===== src/rtl/frame_cfg_pkg.sv =====
// frame_cfg_pkg: shared states, header layout and strobe decoder for the frame sequencer
package frame_cfg_pkg;
  typedef enum logic [2:0] {IDLE, FETCH, SETUP, STROBE, HOLD} state_e;
  localparam logic [7:0] MAGIC = 8'hFA;
  localparam int MAGIC_HI = 31;
  localparam int MAGIC_LO = 24;
  localparam int START_HI = 20;
  localparam int START_LO = 16;
  localparam int CNT_HI = 4;
  localparam int CNT_LO = 0;
  function automatic logic [31:0] frame_onehot(input logic [4:0] idx);
    return 32'd1 << idx;
  endfunction
endpackage


===== src/rtl/frame_config_sequencer.sv =====
// frame_config_sequencer: turns a header-framed word stream into FrameData/FrameStrobe latch cycles
module frame_config_sequencer
  import frame_cfg_pkg::*;
#(
  parameter int MaxFramesPerCol = 20,
  parameter int FrameBitsPerRow = 32,
  parameter int StrobeCycles = 2,
  parameter int HoldCycles = 1
) (
  input  logic                       CLK,
  input  logic                       RST,
  input  logic [FrameBitsPerRow-1:0] in_data,
  input  logic                       in_valid,
  output logic                       in_ready,
  input  logic                       abort,
  output logic [FrameBitsPerRow-1:0] FrameData,
  output logic [MaxFramesPerCol-1:0] FrameStrobe,
  output logic                       busy,
  output logic                       done,
  output logic                       err
);
  localparam int CW = 8;
  state_e state_q, state_d;
  logic [4:0] idx_q, idx_d, rem_q, rem_d;
  logic [CW-1:0] cnt_q, cnt_d;
  logic [FrameBitsPerRow-1:0] data_q, data_d;
  logic [MaxFramesPerCol-1:0] strobe_q, strobe_d;
  logic done_q, done_d, err_q, err_d;
  logic [5:0] hdr_end;
  logic hdr_ok;
  assign hdr_end = 6'(in_data[START_HI:START_LO]) + 6'(in_data[CNT_HI:CNT_LO]) + 6'd1;
  assign hdr_ok = (in_data[MAGIC_HI:MAGIC_LO] == MAGIC) && (hdr_end <= 6'(MaxFramesPerCol));
  assign in_ready = !RST && (state_q == IDLE || state_q == FETCH);
  assign busy = state_q != IDLE;
  assign FrameData = data_q;
  assign FrameStrobe = strobe_q;
  assign done = done_q;
  assign err = err_q;
  // next state: abort from any busy state beats everything, including a same-cycle fetch
  always_comb begin
    state_d = state_q;
    idx_d = idx_q;
    rem_d = rem_q;
    cnt_d = cnt_q;
    data_d = data_q;
    strobe_d = strobe_q;
    done_d = 1'b0;
    err_d = err_q;
    if (state_q != IDLE && abort) begin
      state_d = IDLE;
      strobe_d = '0;
    end else begin
      case (state_q)
        IDLE: if (in_valid) begin
          err_d = !hdr_ok;
          if (hdr_ok) begin
            state_d = FETCH;
            idx_d = in_data[START_HI:START_LO];
            rem_d = in_data[CNT_HI:CNT_LO];
          end
        end
        FETCH: if (in_valid) begin
          data_d = in_data;
          state_d = SETUP;
        end
        SETUP: begin
          state_d = STROBE;
          strobe_d = MaxFramesPerCol'(frame_onehot(idx_q));
          cnt_d = CW'(StrobeCycles - 1);
        end
        STROBE: if (cnt_q == '0) begin
          state_d = HOLD;
          strobe_d = '0;
          cnt_d = CW'(HoldCycles - 1);
        end else cnt_d = cnt_q - CW'(1);
        HOLD: if (cnt_q != '0) cnt_d = cnt_q - CW'(1);
        else if (rem_q == '0) begin
          state_d = IDLE;
          done_d = 1'b1;
        end else begin
          state_d = FETCH;
          idx_d = idx_q + 5'd1;
          rem_d = rem_q - 5'd1;
        end
        default: state_d = IDLE;
      endcase
    end
  end
  // state and output registers; reset clears the strobe immediately
  always_ff @(posedge CLK or posedge RST) begin
    if (RST) begin
      state_q <= IDLE;
      idx_q <= '0;
      rem_q <= '0;
      cnt_q <= '0;
      data_q <= '0;
      strobe_q <= '0;
      done_q <= 1'b0;
      err_q <= 1'b0;
    end else begin
      state_q <= state_d;
      idx_q <= idx_d;
      rem_q <= rem_d;
      cnt_q <= cnt_d;
      data_q <= data_d;
      strobe_q <= strobe_d;
      done_q <= done_d;
      err_q <= err_d;
    end
  end
endmodule


===== config.mk =====
export PLATFORM = sky130hd
export DESIGN_NAME = frame_config_sequencer
export DESIGN_NICKNAME = d
export VERILOG_FILES = /design/src/rtl/frame_cfg_pkg.sv /design/src/rtl/frame_config_sequencer.sv
export SDC_FILE = /design/constraint.sdc
export NUM_CORES = 1
export LEC_CHECK = 0
export CORE_MARGIN = 8
export CORE_UTILIZATION = 52
export DETAILED_ROUTE_END_ITERATION = 6
export HOLD_SLACK_MARGIN = 0.15
export PLACE_DENSITY = 0.93
export SYNTH_ARGS = -nofsm -noshare
export SYNTH_HDL_FRONTEND = slang
export SYNTH_SLANG_ARGS = --single-unit

===== constraint.sdc =====
create_clock -name CLK -period 6.51 [get_ports CLK]
set_input_delay 0.651 -clock CLK [delete_from_list [all_inputs] [get_ports CLK]]
set_output_delay 0.651 -clock CLK [all_outputs]
set_load 0.02 [all_outputs]

# Yosys cells after proc, flatten, opt, wreduce, memory -nomap -nowiden
# Index checks and enable logic that the tools add are counted.
[op_classes]
addsub = 5
n_shift = 1
magnitude_cmp = 1
bitwise_logic = 1
n_eq_ne = 15
n_reduce_logical = 20
n_mux = 28
[op_table]
columns = ["operator", "n"]
rows = [
  ["20-bit two-way mux", 2],
  ["5-bit two-way mux", 8],
  ["20-bit one-hot mux with 2 select lines", 1],
  ["8-bit one-hot mux with 3 select lines", 1],
  ["5-bit one-hot mux with 2 select lines", 2],
  ["1-bit by 5-bit << shifter with 20-bit output, first input constant", 1],
  ["3-bit two-way mux", 6],
  ["8-bit two-way mux", 2],
  ["3-bit one-hot mux with 5 select lines", 1],
  ["2-bit != test, second input constant", 5],
  ["3-bit by 2-bit != test with 1-bit output, second input constant", 3],
  ["3-bit AND reduction", 3],
  ["3-bit nonzero test", 3],
  ["8-bit equality test, second input constant", 1],
  ["8-bit zero test", 1],
  ["8-bit nonzero test", 1],
  ["8-bit by 1-bit subtractor with 8-bit output, second input constant", 1],
  ["5-bit by 5-bit adder with 6-bit output", 1],
  ["6-bit by 1-bit adder with 6-bit output, second input constant", 1],
  ["3-bit by 2-bit equality test with 1-bit output, second input constant", 2],
  ["6-bit by 5-bit <= comparator with 1-bit output, second input constant", 1],
  ["3-bit != test, second input constant", 2],
  ["6-bit AND reduction", 1],
  ["5-bit by 1-bit adder with 5-bit output, second input constant", 1],
  ["13 further kinds", 20],
]
[totals]
ff_bits = 75
in_bits = 36
word_cells = 79
out_inout_bits = 56

# Logic depth before layout (Yosys ltp)
# Gate-level depths: netlist of the first run.
[logic_depth]
depth_word = 8
ltp_mapped = 8

# Worst setup path before layout of the first run
# No wires, ideal clock.
[synth_path]
path_type = "input-to-reg"
startpoint = "input in_data[1]"
endpoint = "register idx_q[2]"
arrival_ps = 2083
stages = 7
t_required_ps = 6359
setup_slack_ps = 4276
path_cell_list = "ha_1 > nand2b_1 > a21oi_1 > xor2_1 > or4_1 > nand2_1 > o22ai_1"
[synth_via]
elab_chain_cells = 6
[synth_lines]
columns = ["item", "line_no", "text"]
rows = [
  ["start: declaration", "frame_config_sequencer.sv:12", "input logic [FrameBitsPerRow-1:0] in_data,"],
  ["5-bit by 5-bit adder with 6-bit output", "frame_config_sequencer.sv:31", "assign hdr_end = 6'(in_data[START_HI:START_LO]) + 6'(in_data[CNT_HI:CNT_LO]) + 6'd1;"],
  ["6-bit by 1-bit adder with 6-bit output", "frame_config_sequencer.sv:31", ""],
  ["6-bit by 5-bit <= comparator with 1-bit output", "frame_config_sequencer.sv:32", "assign hdr_ok = (in_data[MAGIC_HI:MAGIC_LO] == MAGIC) && (hdr_end <= 6'(MaxFramesPerCol));"],
  ["1-bit logical AND", "frame_config_sequencer.sv:32", ""],
  ["2-bit != test (no line)", "-", ""],
  ["6-bit AND reduction (no line)", "-", ""],
  ["end signal: assignment", "frame_config_sequencer.sv:102", "idx_q <= idx_d;"],
  ["end: declaration", "frame_config_sequencer.sv:24", "logic [4:0] idx_q, idx_d, rem_q, rem_d;"],
]
# No other way between the ends.
# A chain may end at the register's enable or synchronous reset.

# Final worst setup path of the first run
[layout_path]
startpoint = "input in_data[16]"
endpoint = "register idx_q[3]"
# Same word-level chain as after synthesis.

==> results.py, run 1 <==
metrics = {
    "status": {
        "status": "finished, final reports clean",
    },
    "setup_path": {
        "crit_top_cell": "a21oi_1",
        "slowest_delay_ns": 0.61,
        "worstSetupPathType": "input pin to register",
        "critical_path_cell_count": 9,
        "cp-start-kind": "input pin",
        "path_buf_inv": 2,
        "cp_top_family": "compound AO/OA/AOI/OAI gates",
        "rr_worst_depth": 6,
        "reg2reg_to": "cnt_q[7]$_DFFE_PP0P_",
        "crit_end": "idx_q[3]$_DFFE_PP0P_",
        "worstPathCellList": "clkdlybuf4s50_1 -> inv_1 -> ha_1 -> a22oi_1 -> o21ai_0 -> a21oi_1 -> o21ai_1 -> a21oi_1 -> a2bb2oi_1",
        "crit_path_end_kind": "register",
        "cp.required_ns": 6.80,
        "cp.arrival_ns": 3.04,
        "r2r-start": "state_q[2]$_DFFE_PP0P_",
        "slowest_stage": "a21oi_1",
        "r2r_slack_ns": 3.93,
        "crit_path_start": "in_data[16]",
        "critPathMaxFanout": 10,
    },
    "finish": {
        "diodes": 0,
        "fin_nets": 473,
        "drive_above_1_share_pct": 13.3,
        "syn_to_final_growth_pct": 33.8,
        "fillerInstances": 449,
    },
    "power": {
        "netSwitchingPower_uw": 629,
        "pwr_density_cell_nw_per_um2": 363,
        "ir_drop_v": 0.000297,
        "internal-power_mw": 1.15,
        "combPwrFrac_pct": 38.8,
        "power_switching_share_pct": 35.4,
        "p_clk_share_pct": 22.2,
        "power_frac_seq_pct": 39.0,
        "power_mw": 1.78,
        "power_leakage_nw": 2.05,
    },
    "synthesis": {
        "synthArstFlopShare_pct": 100,
        "synthMuxAreaShare_pct": 9.84,
        "yosys.area.top_type": "dfrtp_1",
        "syn_nets": 379,
        "syn_inst": 330,
        "synth_compound_area_share_pct": 18.2,
        "synthAdderAreaFrac_pct": 4.44,
        "synth_cell_types": 48,
        "yosysTopAreaCellShare_pct": 51.2,
        "synth_area_leaders": "dfrtp_1 51%, mux2_2 8.9%, ha_1 4.4%",
        "yosys_register_bits": 75,
        "ys_seq_area_share_pct": 51.2,
        "syn_area_per_cell_um2": 11.1,
        "syn-cell-area_um2": 3660,
        "synth-simple-area-share_pct": 13.5,
        "synth_top_family_by_area": "compound AO/OA/AOI/OAI gates",
        "synth_top_flop_cell": "dfrtp_1",
        "yosysWarnings": 0,
        "synth_edf_count": 0,
        "synth-xor-area-share_pct": 0.239,
    },
    "clock_network": {
        "cts_resized": 0,
        "clkTransAtPathRegs_ns": 0.08,
        "root_buffer": "clkbuf_8",
        "cts_hold_buf": 0,
        "cts_buffers": 9,
        "cts_max_path_buffers": 2,
        "clock_sinks": 75,
        "cts_setup_buffers": 0,
        "cts_tree": "built",
        "h-tree-depth": 3,
        "clk_latency_ns": 0.36,
    },
    "global_routing": {
        "grt_overflow": 0,
        "antenna_found_initial": 0,
        "grt_pass1_wl_um": 15400,
        "grt_max_degree": 76,
        "grt_use_total_pct": 19.5,
        "grt_pass1_vias": 3120,
    },
    "routing": {
        "postRouteAntennaNets": 0,
        "post_drt_wl_per_cell_um": 17.9,
        "drt_iter0_drc": 273,
        "drc": 0,
        "wl_um": 9410,
        "vias_per_cell": 5.75,
        "dr.pass1.iters": 5,
        "dr_total_vias": 3021,
    },
    "hold_path": {
        "min_path_type": "register to register",
    },
    "sta": {
        "tns_ns": 0,
        "slew_headroom_pct": 39.0,
        "skew_ns": 0.00893,
        "setup_slack_ns": 3.76,
        "rsz0062_at_grt": "no",
        "finalMaxSlewViolations": 0,
        "final_hold_viol_count": 0,
        "setup_viol": 0,
        "max_freq_ghz": 0.364,
        "min_period_over_period_pct": 42.2,
        "tightest_slew_ns": 0.915,
        "min_period_ns": 2.75,
    },
    "floorplan": {
        "start_util_pct": 53.9,
        "ios": 92,
        "die_area_um2": 9980,
        "die_y_um": 99.9,
        "die_w_um": 99.9,
        "num_rows": 30,
        "core_region_area_um2": 6790,
    },
    "place": {
        "routabilityCongestion": 0.919,
        "io_buffers": 91,
        "preCtsSetupSlack_ns": 3.48,
        "hpwl_um": 6960,
    },
    "flow_run": {
        "maxCapViolations": 0,
    },
}
[layout by cell type (no fill, tap or decap), drive strengths merged, types with 5 or more instances in the layout]
| cell type | count |
|---|---|
| nor2 | 17 |
| dfrtp | 75 |
| a32o | 7 |
| nand2 | 21 |
| clkbuf | 10 |
| clkdlybuf4s50 | 91 |
| ha | 13 |
| o21ai | 20 |
| nand3 | 6 |
| a21oi | 25 |
| a22o | 14 |
| nor4 | 5 |
| inv | 12 |
| nor3 | 8 |
| nand2b | 7 |
| mux2 | 32 |
| o22a | 6 |
[power by group through the flow]
stage | Sequential (mW) | Combinational, mW | Clock, mW
global route | 0.714 | 0.742 | 0.419
CTS | 0.695 | 0.698 | 0.400
detailed placement | 0.702 | 0.692 | 0
finish | 0.694 | 0.690 | 0.395
global placement | 0.689 | 0.670 | 0
floorplan | 0.805 | 0.260 | 0
[stage by stage]
step	utilization [%]	hold slack (ns)	area (µm²)	instances
after floorplan	-	0.464	3660	330
after global placement	68.9	0.467	4680	509
after detailed placement	68.9	0.484	4680	509
after CTS	72.1	0.502	4900	525
after global routing	72.1	0.517	4900	525
final	72.1	0.499	4900	525
[layout make-up]
type / instances / area, µm² / share of cell area (%)
clock buffers: 10 / 128 / 2.60
clock inverters: 6 / 90.1 / 1.84
inverters: 12 / 45.0 / 0.919
multi-input cells: 231 / 1700 / 34.7
flip-flops and latches: 75 / 1880 / 38.3
well taps: 96 / 120 / 2.45
repair buffers: 95 / 941 / 19.2
[kinds of logic (layout without fill, tap and decap cells)]
group                    count (synthesis)  count (layout)
AO/OA/AOI/OAI                           96              96
XOR/XNOR                                 1               1
adder cells (fa/ha/maj)                 13              13
buffers and inverters                   24             123
flip-flops                              75              75
multiplexers                            32              32
AND/OR/NAND/NOR                         89              89
[layer usage]
metal	vias to the layer above	share of wire [%]	global-route usage, %
li1	1415	-	-
met1	1454	39	21.4
met2	132	48	31.3
met3	20	12	9.55
met4	0	2.1	8.61
met5	-	0	0
[registers in the layout, summed over array words and instances, names as in the netlist]
signal / cells
idx_q: 5
done: 1
FrameData: 32
state_q: 3
rem_q: 5
cnt_q: 8
err: 1
FrameStrobe: 20
[synth_stat cells, types with 2 or more instances]
| master | number |
|---|---|
| mux2_2 | 29 |
| a21o_1 | 3 |
| clkbuf_1 | 8 |
| nand4b_1 | 2 |
| or3_1 | 2 |
| nor3_2 | 2 |
| o31ai_1 | 3 |
| nand4_1 | 4 |
| inv_1 | 12 |
| nor2b_1 | 2 |
| nand3_1 | 6 |
| nor4_1 | 3 |
| and2_1 | 4 |
| a2bb2oi_1 | 3 |
| a22oi_1 | 4 |
| buf_2 | 4 |
| o21ai_0 | 8 |
| nand2_1 | 21 |
| o21ai_1 | 12 |
| a211oi_1 | 2 |
| dfrtp_1 | 75 |
| nor3_1 | 6 |
| nand2b_1 | 7 |
| mux2_1 | 3 |
| o22ai_1 | 3 |
| a32o_1 | 7 |
| a21oi_1 | 24 |
| a31oi_1 | 2 |
| ha_1 | 13 |
| a22o_1 | 14 |
| o22a_1 | 6 |
| nor3b_1 | 4 |
| nor2_1 | 17 |
[worst min-delay path by stage]
| stage | to | cells after the start | slack, ns | start |
|---|---|---|---|---|
| finish | FrameData[30]$_DFFE_PP0P_ | 1 | 0.50 | FrameData[30]$_DFFE_PP0P_ |
| global route | FrameStrobe[11]$_DFFE_PP0P_ | 1 | 0.52 | FrameStrobe[11]$_DFFE_PP0P_ |
| CTS | FrameData[30]$_DFFE_PP0P_ | 1 | 0.50 | FrameData[30]$_DFFE_PP0P_ |
| detailed placement | FrameData[30]$_DFFE_PP0P_ | 1 | 0.48 | FrameData[30]$_DFFE_PP0P_ |
| global placement | FrameData[28]$_DFFE_PP0P_ | 1 | 0.47 | FrameData[28]$_DFFE_PP0P_ |
| floorplan | cnt_q[7]$_DFFE_PP0P_ | 1 | 0.46 | cnt_q[7]$_DFFE_PP0P_ |
No activity file was read; power rests on OpenSTA's default activity.
==> run 2, diff against run 1 <==
--- a/config.mk
+++ b/config.mk
@@ -6,10 +6,10 @@
 export NUM_CORES = 1
 export LEC_CHECK = 0
 export CORE_MARGIN = 8
-export CORE_UTILIZATION = 52
+export CORE_UTILIZATION = 44
 export DETAILED_ROUTE_END_ITERATION = 6
 export HOLD_SLACK_MARGIN = 0.15
-export PLACE_DENSITY = 0.93
+export PLACE_DENSITY = 0.85
 export SYNTH_ARGS = -nofsm -noshare
 export SYNTH_HDL_FRONTEND = slang
 export SYNTH_SLANG_ARGS = --single-unit
==> constraint.sdc (replaced) <==
create_clock -name CLK -period 2.4 [get_ports CLK]
set_input_delay 0.24 -clock CLK [delete_from_list [all_inputs] [get_ports CLK]]
set_output_delay 0.24 -clock CLK [all_outputs]
set_load 0.02 [all_outputs]
==> run 2 against run 1 <==
Design area rose by 3.2%; largest power group is now combinational cells; critical endpoint is now cnt_q[7]$_DFFE_PP0P_; critical path depth fell by 1; first-iteration DRC count fell by 21%; total power rose to 2.6 times the previous value.
==> results.py, run 2 (same netlist as run 1, synthesis figures left out) <==
metrics = {
    "routing": {
        "drt_iter0_drc": 217,
        "wl_um": 9300,
        "drc": 0,
        "post_drt_wl_per_cell_um": 16.8,
        "dr.pass1.iters": 4,
        "dr_total_vias": 3060,
        "postRouteAntennaNets": 0,
        "vias_per_cell": 5.52,
    },
    "clock_network": {
        "clock_sinks": 75,
        "clkTransAtPathRegs_ns": 0.07,
        "clk_latency_ns": 0.35,
        "cts_max_path_buffers": 2,
        "cts_buffers": 9,
        "cts_tree": "built",
        "cts_setup_buffers": 0,
        "h-tree-depth": 3,
        "root_buffer": "clkbuf_8",
    },
    "place": {
        "io_buffers": 91,
        "hpwl_um": 7180,
        "post_dp_cell_area_um2": 4870,
        "routabilityCongestion": 0.853,
        "preCtsSetupSlack_ns": -0.0762,
    },
    "finish": {
        "syn_to_final_growth_pct": 38.1,
        "final_common_cell": "clkdlybuf4s50_1",
        "diodes": 0,
        "drive_above_1_share_pct": 17.1,
        "final_cell_mix": "91 x clkdlybuf4s50_1, 75 x dfrtp_1, 29 x mux2_2",
        "fin_area_um2": 5060,
        "largest_reg_flops": 32,
        "fin_nets": 493,
    },
    "setup_path": {
        "cp_top_family": "simple AND/OR/NAND/NOR gates",
        "worstPathCellList": "inv_1 -> ha_1 -> nor3b_2 -> nand2_1 -> a31oi_2 -> nand2b_1 -> or3_1 -> o41ai_2",
        "crit_path_end_kind": "register",
        "slowest_delay_ns": 0.48,
        "cp-start-kind": "register",
        "path_buf_inv": 1,
        "worstSetupPathType": "register to register",
        "critPathMaxFanout": 8,
        "cp.required_ns": 2.65,
        "slowest_stage": "dfrtp_1",
        "cp.arrival_ns": 2.46,
    },
    "sta": {
        "skew_ns": 0.00776,
        "min_period_ns": 2.20,
        "timing.hold.ws_ns": 0.287,
        "tightest_slew_ns": 0.575,
        "min_period_over_period_pct": 91.8,
        "max_freq_ghz": 0.454,
        "final_hold_viol_count": 0,
        "slew_headroom_pct": 61.6,
        "finalMaxSlewViolations": 0,
        "rsz0062_at_grt": "no",
        "setup_slack_ns": 0.198,
        "setup_viol": 0,
    },
    "power": {
        "power_mw": 4.71,
        "pwr_density_cell_nw_per_um2": 931,
        "ir_drop_v": 0.000689,
        "power_leakage_nw": 2.15,
    },
    "floorplan": {
        "num_rows": 33,
        "die_y_um": 107,
        "ios": 92,
        "start_util_pct": 45.0,
        "die_area_um2": 11500,
        "die_w_um": 107,
        "core_region_area_um2": 8130,
    },
    "global_routing": {
        "grt_pass1_wl_um": 15200,
        "grt_max_degree": 43,
        "grt_pass1_vias": 3189,
        "grt_use_total_pct": 16.5,
        "grt_overflow": 0,
        "antenna_found_initial": 0,
    },
    "flow_run": {
        "maxCapViolations": 0,
    },
    "status": {
        "status": "finished, final reports clean",
    },
    "hold_path": {
        "min_path_type": "input pin to async pin",
    },
}
-- run 2: cell types whose count changed in the layout (fill, tap and decap cells not counted), sizes merged --
cell and change:
clkinvlp -1, clkbuf +1, buf +20, clkinv +1, bufinv -1
-- run 2: power breakdown --
group	internal, mW	leakage, nW	switching, mW
Combinational	0.969	1.10	0.970
Clock	0.477	0.0971	0.450
Sequential	1.61	0.956	0.237
-- run 2: worst register-to-register path: stages (launching register included) --
cell	delay (ns)
dfrtp_1	0.48
inv_1	0.10
ha_1	0.21
nor3b_2	0.18
nand2_1	0.16
a31oi_2	0.18
nand2b_1	0.24
or3_1	0.37
o41ai_2	0.19
-- run 2: stage by stage --
step                      TNS, ns  utilization, %  std cells
after global routing            0            62.2        554
after floorplan                 0               -        330
after global placement          0            59.9        538
after CTS                       0            62.1        554
after detailed placement   -0.321            59.9        538
final                           0            62.2        554
-- run 2: cell type report --
cell class	instances	area [µm²]
Clock buffer	11	131
Clock inverter	5	53.8
Fill cell	634	3080
Inverter	12	45.0
Multi-Input combinational cell	231	1700
Sequential cell	75	1880
Tap cell	105	131
Timing Repair Buffer	115	1120
-- run 2: path summary, 6_finish.rpt --
check                                               start                         to  slack, ns  cells after the start
worst min-delay path                                  RST  FrameData[28]$_DFFE_PP0P_       0.29                      2
worst max-delay path                 cnt_q[0]$_DFFE_PP0P_       cnt_q[7]$_DFFE_PP0P_       0.20                      8
max in group asynchronous                             RST   FrameData[1]$_DFFE_PP0P_       1.49                      3
worst min register to register  FrameData[28]$_DFFE_PP0P_  FrameData[28]$_DFFE_PP0P_       0.49                      1
worst max register to register       cnt_q[0]$_DFFE_PP0P_       cnt_q[7]$_DFFE_PP0P_       0.20                      8
min in group CLK                FrameData[28]$_DFFE_PP0P_  FrameData[28]$_DFFE_PP0P_       0.49                      1
-- run 2: repair_timing --
action / 4_1_cts / 5_1_grt
hold buffers: 0 / 0
endpoints found under the setup margin: 0 / 20
resized for setup: 0 / 1
-- run 2: layer usage --
metal  up-vias  track usage [%]  wire length [µm]
li1       1454                -                 -
met1      1500             18.6              3850
met2        96             26.2              4450
met3        10             7.56               895
met4         0             6.93               118
met5         -                0                 0
